<file path="src/rtl/tlb_op_unit.sv">
// CP0-side TLB maintenance sequencer: TLBP/TLBR/TLBWI/TLBWR.
// Owns the Random register and returns CP0 updates after each op.
`ifndef TLB_ENTRIES_NUM
`define TLB_ENTRIES_NUM 16
`endif

package tlb_pkg;
  typedef struct packed {
    logic [18:0] vpn2;
    logic [7:0]  asid;
    logic        g;
    logic [19:0] pfn0;
    logic [2:0]  c0;
    logic        d0;
    logic        v0;
    logic [19:0] pfn1;
    logic [2:0]  c1;
    logic        d1;
    logic        v1;
  } tlb_entry_t;

  typedef enum logic [1:0] {
    OP_TLBP  = 2'b00,
    OP_TLBR  = 2'b01,
    OP_TLBWI = 2'b10,
    OP_TLBWR = 2'b11
  } tlb_op_e;
endpackage

module tlb_op_unit
  import tlb_pkg::*;
#(
  parameter int TLB_ENTRIES = `TLB_ENTRIES_NUM,
  parameter int IDX_W       = $clog2(TLB_ENTRIES)
) (
  input  logic             clk,
  input  logic             rst,
  input  logic             req_valid,
  input  logic [1:0]       req_op,
  output logic             req_ready,
  output logic             done,
  input  logic [31:0]      cp0_index,
  input  logic [31:0]      cp0_wired,
  input  logic [31:0]      cp0_entry_hi,
  input  logic [31:0]      cp0_entry_lo0,
  input  logic [31:0]      cp0_entry_lo1,
  input  logic             wired_we,
  output logic [31:0]      random,
  output logic [IDX_W-1:0] tlbrw_index,
  output logic             tlbrw_we,
  output tlb_entry_t       tlbrw_wdata,
  input  tlb_entry_t       tlbrw_rdata,
  output logic [31:0]      tlbp_entry_hi,
  input  logic [31:0]      tlbp_index,
  output logic             upd_index_we,
  output logic [31:0]      upd_index,
  output logic             upd_entry_we,
  output logic [31:0]      upd_entry_hi,
  output logic [31:0]      upd_entry_lo0,
  output logic [31:0]      upd_entry_lo1,
  output logic             tlb_flush
);

  localparam logic [IDX_W-1:0] RND_MAX =
    IDX_W'(TLB_ENTRIES - 1);

  typedef enum logic [1:0] {
    S_IDLE,
    S_ISSUE,
    S_CAPTURE,
    S_RESP
  } state_e;

  state_e           state;
  tlb_op_e          op_q;
  logic [IDX_W-1:0] rnd_q;
  tlb_entry_t       wr_ent;
  logic             unused;

  assign unused = ^{cp0_index[31:IDX_W],
                    cp0_entry_hi[12:8],
                    cp0_entry_lo0[31:26],
                    cp0_entry_lo1[31:26]};

  assign random = 32'(rnd_q);

  always_comb begin
    wr_ent      = '0;
    wr_ent.vpn2 = cp0_entry_hi[31:13];
    wr_ent.asid = cp0_entry_hi[7:0];
    wr_ent.g    = cp0_entry_lo0[0] & cp0_entry_lo1[0];
    wr_ent.pfn0 = cp0_entry_lo0[25:6];
    wr_ent.c0   = cp0_entry_lo0[5:3];
    wr_ent.d0   = cp0_entry_lo0[2];
    wr_ent.v0   = cp0_entry_lo0[1];
    wr_ent.pfn1 = cp0_entry_lo1[25:6];
    wr_ent.c1   = cp0_entry_lo1[5:3];
    wr_ent.d1   = cp0_entry_lo1[2];
    wr_ent.v1   = cp0_entry_lo1[1];
  end

  // Wired above the top entry also lands here: random <= wired always.
  always_ff @(posedge clk) begin
    if (rst) begin
      rnd_q <= RND_MAX;
    end else if (wired_we || (32'(rnd_q) <= cp0_wired)) begin
      rnd_q <= RND_MAX;
    end else begin
      rnd_q <= rnd_q - 1'b1;
    end
  end

  always_ff @(posedge clk) begin
    if (rst) begin
      state         <= S_IDLE;
      op_q          <= OP_TLBP;
      req_ready     <= 1'b1;
      done          <= 1'b0;
      tlbrw_index   <= '0;
      tlbrw_we      <= 1'b0;
      tlbrw_wdata   <= '0;
      tlbp_entry_hi <= '0;
      upd_index_we  <= 1'b0;
      upd_index     <= '0;
      upd_entry_we  <= 1'b0;
      upd_entry_hi  <= '0;
      upd_entry_lo0 <= '0;
      upd_entry_lo1 <= '0;
      tlb_flush     <= 1'b0;
    end else begin
      unique case (state)
        S_IDLE: begin
          if (req_valid) begin
            state         <= S_ISSUE;
            op_q          <= tlb_op_e'(req_op);
            req_ready     <= 1'b0;
            tlbrw_index   <= (req_op == OP_TLBWR) ?
                             rnd_q : cp0_index[IDX_W-1:0];
            tlbrw_we      <= req_op[1];
            tlbrw_wdata   <= wr_ent;
            tlbp_entry_hi <= cp0_entry_hi;
          end
        end
        S_ISSUE: begin
          state    <= S_CAPTURE;
          tlbrw_we <= 1'b0;
        end
        S_CAPTURE: begin
          state <= S_RESP;
          done  <= 1'b1;
          unique case (1'b1)
            (op_q == OP_TLBP): begin
              upd_index_we <= 1'b1;
              upd_index    <= tlbp_index;
            end
            (op_q == OP_TLBR): begin
              upd_entry_we  <= 1'b1;
              upd_entry_hi  <= {tlbrw_rdata.vpn2, 5'b0,
                                tlbrw_rdata.asid};
              upd_entry_lo0 <= {6'b0, tlbrw_rdata.pfn0,
                                tlbrw_rdata.c0, tlbrw_rdata.d0,
                                tlbrw_rdata.v0, tlbrw_rdata.g};
              upd_entry_lo1 <= {6'b0, tlbrw_rdata.pfn1,
                                tlbrw_rdata.c1, tlbrw_rdata.d1,
                                tlbrw_rdata.v1, tlbrw_rdata.g};
            end
            default: tlb_flush <= 1'b1;
          endcase
        end
        S_RESP: begin
          state         <= S_IDLE;
          req_ready     <= 1'b1;
          done          <= 1'b0;
          tlbrw_index   <= '0;
          tlbrw_wdata   <= '0;
          tlbp_entry_hi <= '0;
          upd_index_we  <= 1'b0;
          upd_index     <= '0;
          upd_entry_we  <= 1'b0;
          upd_entry_hi  <= '0;
          upd_entry_lo0 <= '0;
          upd_entry_lo1 <= '0;
          tlb_flush     <= 1'b0;
        end
        default: state <= S_IDLE;
      endcase
    end
  end

endmodule

</file>
<file path="config.mk">
export PLATFORM = sky130hd
export DESIGN_NAME = tlb_op_unit
export DESIGN_NICKNAME = d
export VERILOG_FILES = /design/src/rtl/tlb_op_unit.sv
export SDC_FILE = /design/constraint.sdc
export NUM_CORES = 1
export LEC_CHECK = 0
export ABC_AREA = 1
export BUFFER_PORTS_ARGS = -buffer_cell sky130_fd_sc_hd__buf_2
export CORE_AREA = 2 2 214 216
export CTS_CLUSTER_DIAMETER = 150
export DETAILED_ROUTE_END_ITERATION = 7
export DIE_AREA = 0 0 216 218
export GPL_TIMING_DRIVEN = 0
export PLACE_DENSITY = 0.45
export SYNTH_ARGS = -nofsm -noshare
export SYNTH_HDL_FRONTEND = slang
export SYNTH_SLANG_ARGS = --single-unit
</file>
<file path="constraint.sdc">
create_clock -name clk -period 2.2 [get_ports clk]
set_input_delay 0.11 -clock clk [delete_from_list [all_inputs] [get_ports clk]]
set_output_delay 0.11 -clock clk [all_outputs]
set_load 0.01 [all_outputs]
</file>
Word-level counts from Yosys, hierarchy flattened
Index checks and enable logic that the tools add are counted.
- $lt $le $gt $ge: 1
- add/sub/neg operators: 1
- mux-type cells: 28
- reductions and logical operators: 14
- bitwise operators: 1
- equality and inequality tests: 9
- operators with widths (kind ; count):
    32-bit one-hot mux with 2 select lines ; 5
    32-bit two-way mux ; 5
    78-bit one-hot mux with 2 select lines ; 1
    78-bit two-way mux ; 1
    4-bit by 32-bit less-or-equal comparator with 1-bit output ; 1
    1-bit one-hot mux with 2 select lines ; 6
    2-bit AND reduction ; 6
    4-bit two-way mux ; 2
    2-bit != test (second input constant) ; 4
    2-bit one-hot mux with 4 select lines ; 1
    4-bit one-hot mux with 2 select lines ; 1
    2-bit == test (second input constant) ; 3
    2-bit nonzero test ; 3
    1-bit two-way mux ; 5
    2-bit by 1-bit == test with 1-bit output (second input constant) ; 2
    2-bit logical NOT ; 2
    2-bit OR reduction ; 2
    4-bit by 1-bit subtractor with 4-bit output (second input constant) ; 1
    2-bit two-way mux ; 1
    1-bit AND ; 1
    1-bit logical OR ; 1
- word-level logic and storage cells: 80
- input bits: 276
- output and inout bits: 280
- bits in registers: 256

Longest topological paths before layout
- depth after elaboration: 4
- gate-level depth with buffers: 9
- mapped depth without buffers: 8

Worst setup path after synthesis
Ideal clock, no wire load.
- path kind: register to register
- start point: reg state[0]
- end point: reg upd_entry_hi[22]
- cell stages (with the launch flop): 10
- path slack: 0.597 ns
- period minus slack after synthesis: 1.603 ns
- setup time: 0.132 ns
- buffers on the path: 2
- arrival: 1.470 ns
- required time: 2.068 ns
- cells stage by stage: dfxtp_1 inv_1 ha_1 or2_4 nand2_4 inv_2 buf_6 buf_2 nand2_1 a21oi_1
- word-level cells in the longest chain between the ends: 3
- elaborated cells on any way between the ends: 6
- classes of those cells: eq/ne: 3; mux: 1; reduce/logical: 2
- RTL lines (item ; line ; RTL):
    start: declaration ; 74 ; state_e state;
    start signal: assignment ; 115 ; state <= S_IDLE;
    start signal: assignment ; 134 ; state <= S_ISSUE;
    start signal: assignment ; 145 ; state <= S_CAPTURE;
    2-bit == test ; 131 ; unique case (state)
    2-bit != test (no line) or 2-bit nonzero test (tied branches) ; -- ;
    2-bit AND reduction (no line) ; -- ;
    end signal: assignment ; 158 ; upd_entry_hi <= {tlbrw_rdata.vpn2, 5'b0,
    end: declaration ; 58 ; output logic [31:0] upd_entry_hi,
Parallel ways exist; a longest one is shown, timed or not.
A chain may end at the register's enable or synchronous reset.

Final worst setup path
- start point: in cp0_wired[12]
- end point: reg rnd_q[0]
- word-level cells in the longest chain between the ends: 3
- RTL lines (item ; line ; RTL):
    start: declaration ; 43 ; input logic [31:0] cp0_wired,
    4-bit by 32-bit less-or-equal comparator with 1-bit output ; 106 ; end else if (wired_we || (32'(rnd_q) <= cp0_wired)) begin
    1-bit logical OR ; 106 ;
    2-bit OR reduction (no line) ; -- ;
    end signal: assignment ; 109 ; rnd_q <= rnd_q - 1'b1;
    end: declaration ; 76 ; logic [IDX_W-1:0] rnd_q;
No other way between the ends.

==> run summary <==
Synthesized area per cell -> 7.81 sq um
Hold Path Class -> input port to flop
Vias/cell -> 4.02
Yosys top cell area share -> 50.9%
Main combinational cell family by area after synthesis -> simple AND/OR/NAND/NOR gates
Hold Path Sink -> rnd_q[1]
Largest net degree at the start of global routing -> 13
Slew headroom -> 28.8%
Layout cells sized above 1 -> 34.5%
DR pass1 iterations -> 6
Initial DRC Count -> 485
RR Endpoint -> upd_entry_we
Layout area overhead -> 77.1%
Hold depth -> 6
GRT Total Usage -> 14.6%
Worst endpoint data arrival time -> 2480 ps
Worst Skew -> 20.5 ps
Setup CP Type -> input port to flop
Nature of the critical path endpoint -> flop
Fmax -> 483 MHz
Area of the mapped netlist -> 0.00831 sq mm
First-pass GRT wire length -> 54800 um
Top cells by area, synth -> dfxtp_1 (51%), nand2_1 (14%), a21oi_1 (12%), nand3_1 (7.2%), buf_4 (6.7%)
CTS tree -> yes
Main flop type after synthesis -> dfxtp_1
Reg-to-Reg Start -> state[0]
Worst setup SP type -> input port
Post-synthesis mux area share -> 0%
EDFF count, synth -> 0
Gp weighted congestion -> 0.860
DP HPWL -> 26900 um
Nets@finish -> 2113
Core area -> 0.0449 sq mm
Yosys warns -> 0
I/O pin cnt -> 556
Worst-margin pin slew -> 1070 ps
Initial antenna violation count -> 0
Post-layout worst setup margin -> 130 ps
ANT cells -> 0
Die height -> 218 um
Rows -> 78
Reg2reg path depth -> 9
Post-synthesis simple-gate area fraction -> 22.8%
Place WS -> -453 ps
Worst IR Drop VDD -> 0.482 mV
Slew Viols, Final -> 0
CTS root buf -> clkbuf_16
Drt drc -> 0
H-tree depth -> 1
# fillers -> 4841
Final hold violations -> 0
Routed WL -> 36400 um
R2r setup slk -> 160 ps
Complex-gate fraction of the synthesized area -> 13.2%
Worst EP required -> 2610 ps
PortBufs -> 469
Num CTS Buffers -> 26
Clk pin slew, worst setup/hold paths -> 60 ps
Leak -> 6.86 nW
Initial core utilization -> 18.5%
Synth area leader -> dfxtp_1
Cells after Synth -> 1063
Non-filler cells, final -> 2448
Clk buf depth -> 3
Core Util, Final -> 32.8%
Routed length per placed instance -> 14.9 um
#FFs+latches synth -> 211
Vias -> 9836
Placed Cells -> 2176
Period utilisation layout -> 94.1%
Die area -> 0.0471 sq mm
Clk sink count -> 211
Hold Crit Start -> cp0_wired[0]
Post-Synth XOR/XNOR Area -> 0.211%
Post-DRT Antenna Nets -> 0
Post-CTS Setup Bufs -> 0
Most frequent cells after synthesis -> nand2_1 (304), dfxtp_1 (211), a21oi_1 (205), nand3_1 (120), buf_4 (74)
PD cells -> 981 mW/mm^2
Vias in the first global route -> 9680
Most common cell in the netlist -> nand2_1
Synth unique cells -> 27
Grt ovf -> 0
Clk_lat worst skew -> 550 ps
Setup violators final -> 0
Max Cap Violations -> 0
Synth Area in Adders -> 1.36%
Post-route minimum period -> 2070 ps
Sequential fraction of the synthesis area -> 50.9%
RSZ-0062 raised after global routing -> false
Max Fanout on Critical Path -> 4
FFs w/ async S/R, synth -> 0%
Die width -> 216 um
Placed cell area -> 0.0116 sq mm
Post-route cell area -> 0.0147 sq mm
Outcome -> completed
-- cell usage in the layout (no fill, tap or decap), types with 2 or more instances in the layout --
cell type and n:
dlygate4sd3_1 224, conb_1 45, nor3_1 2, nand2_1 304, a211oi_1 3, clkbuf_16 27, clkbuf_1 36, a21oi_1 205
clkbuf_4 5, inv_1 16, clkinv_2 8, o211ai_1 4, buf_2 493, clkbuf_8 6, clkbuf_2 9, buf_1 2
buf_6 2, nor2_1 24, buf_4 74, nand3_1 120, clkinvlp_4 2, nor2_4 2, ha_1 9, dfxtp_1 211
nand2_2 2, inv_2 3
-- worst max path at each step --
stage | start | end | slack, ps | cells past startpoint
2_1_floorplan | state[0] | upd_entry_hi[22] | 600 | 9
3_3_place_gp | state[0] | upd_entry_hi[29] | -380 | 6
6_report | cp0_wired[12] | rnd_q[0] | 130 | 10
3_5_place_dp | state[0] | upd_entry_hi[29] | -450 | 6
4_1_cts | state[0] | tlbrw_wdata[36] | 0.9 | 8
5_1_grt | cp0_wired[12] | rnd_q[1] | 0.06 | 10
-- where the power goes --
part | internal (mW) | switching [mW] | total [mW]
Combinational | 2.03 | 3.10 | 5.13
Clock | 2.55 | 1.75 | 4.30
Sequential | 4.58 | 0.416 | 4.99
Total | 9.16 | 5.27 | 14.4
-- registers in the layout (all words and copies together), names as in the netlist --
register / count
upd_entry_hi: 27
done: 1
upd_index: 32
state: 2
upd_entry_we: 1
rnd_q: 4
upd_entry_lo1: 25
upd_entry_lo0: 26
req_ready: 1
tlbrw_wdata: 76
tlbrw_we: 1
op_q: 2
tlbrw_index: 4
upd_index_we: 1
tlb_flush: 1
tlbp_entry_hi: 7
-- critical path, stage by stage --
cell	delay (ps)
dlygate4sd3_1	540
buf_2	120
nor2_1	100
dlygate4sd3_1	570
nand2_1	50
dlygate4sd3_1	550
nor2_1	110
nand2_1	70
nor2_2	160
nand3_1	100
-- cell type report --
class,count,area [sq um],share of cell area [%]
repair buffers,693,4590,31.2
well taps,600,751,5.10
multi-input cells,729,3310,22.5
inverters,19,71.3,0.485
flip-flops and latches,211,4220,28.7
clock buffers,37,773,5.26
clock inverters,11,85.1,0.578
plain buffers,148,908,6.18
-- routing by layer --
| layer | up-vias | global-route usage, % | share of wire (%) |
|---|---|---|---|
| met1 | 4519 | 18.4 | 42 |
| li1 | 4916 | - | - |
| met4 | 0 | 4.91 | 3.4 |
| met5 | - | 0 | 0 |
| met2 | 330 | 24.9 | 48 |
| met3 | 71 | 2.94 | 6.1 |
-- cell families (layout without fill, tap and decap cells) --
group           count (synthesis)  count (layout)
flops                         211             211
other cells                     1              45
simple gates                  458             458
fa+ha+maj                       9               9
compound gates                215             215
buf+inv                       167             908
xor+xnor                        2               2
-- metrics by stage --
| stage | setup TNS (ps) | hold WS, ps | power, mW |
|---|---|---|---|
| detailed placement | -31220 | 370 | 9.87 |
| global placement | -26930 | 365 | 9.83 |
| floorplan | 0 | 253 | 7.79 |
| CTS | 0 | 44.7 | 14.6 |
| finish | 0 | 93.8 | 14.4 |
| global route | 0 | 120 | 15.4 |
-- timing repair --
item / 4_1_cts / 5_1_grt
hold buffers: 224 / 0
endpoints found under the hold margin: 207 / 0
setup endpoints to repair: 70 / 58
cloned: 0 / 0
resized for setup: 2 / 24
Note: power is estimated with default switching activity, not from simulation.
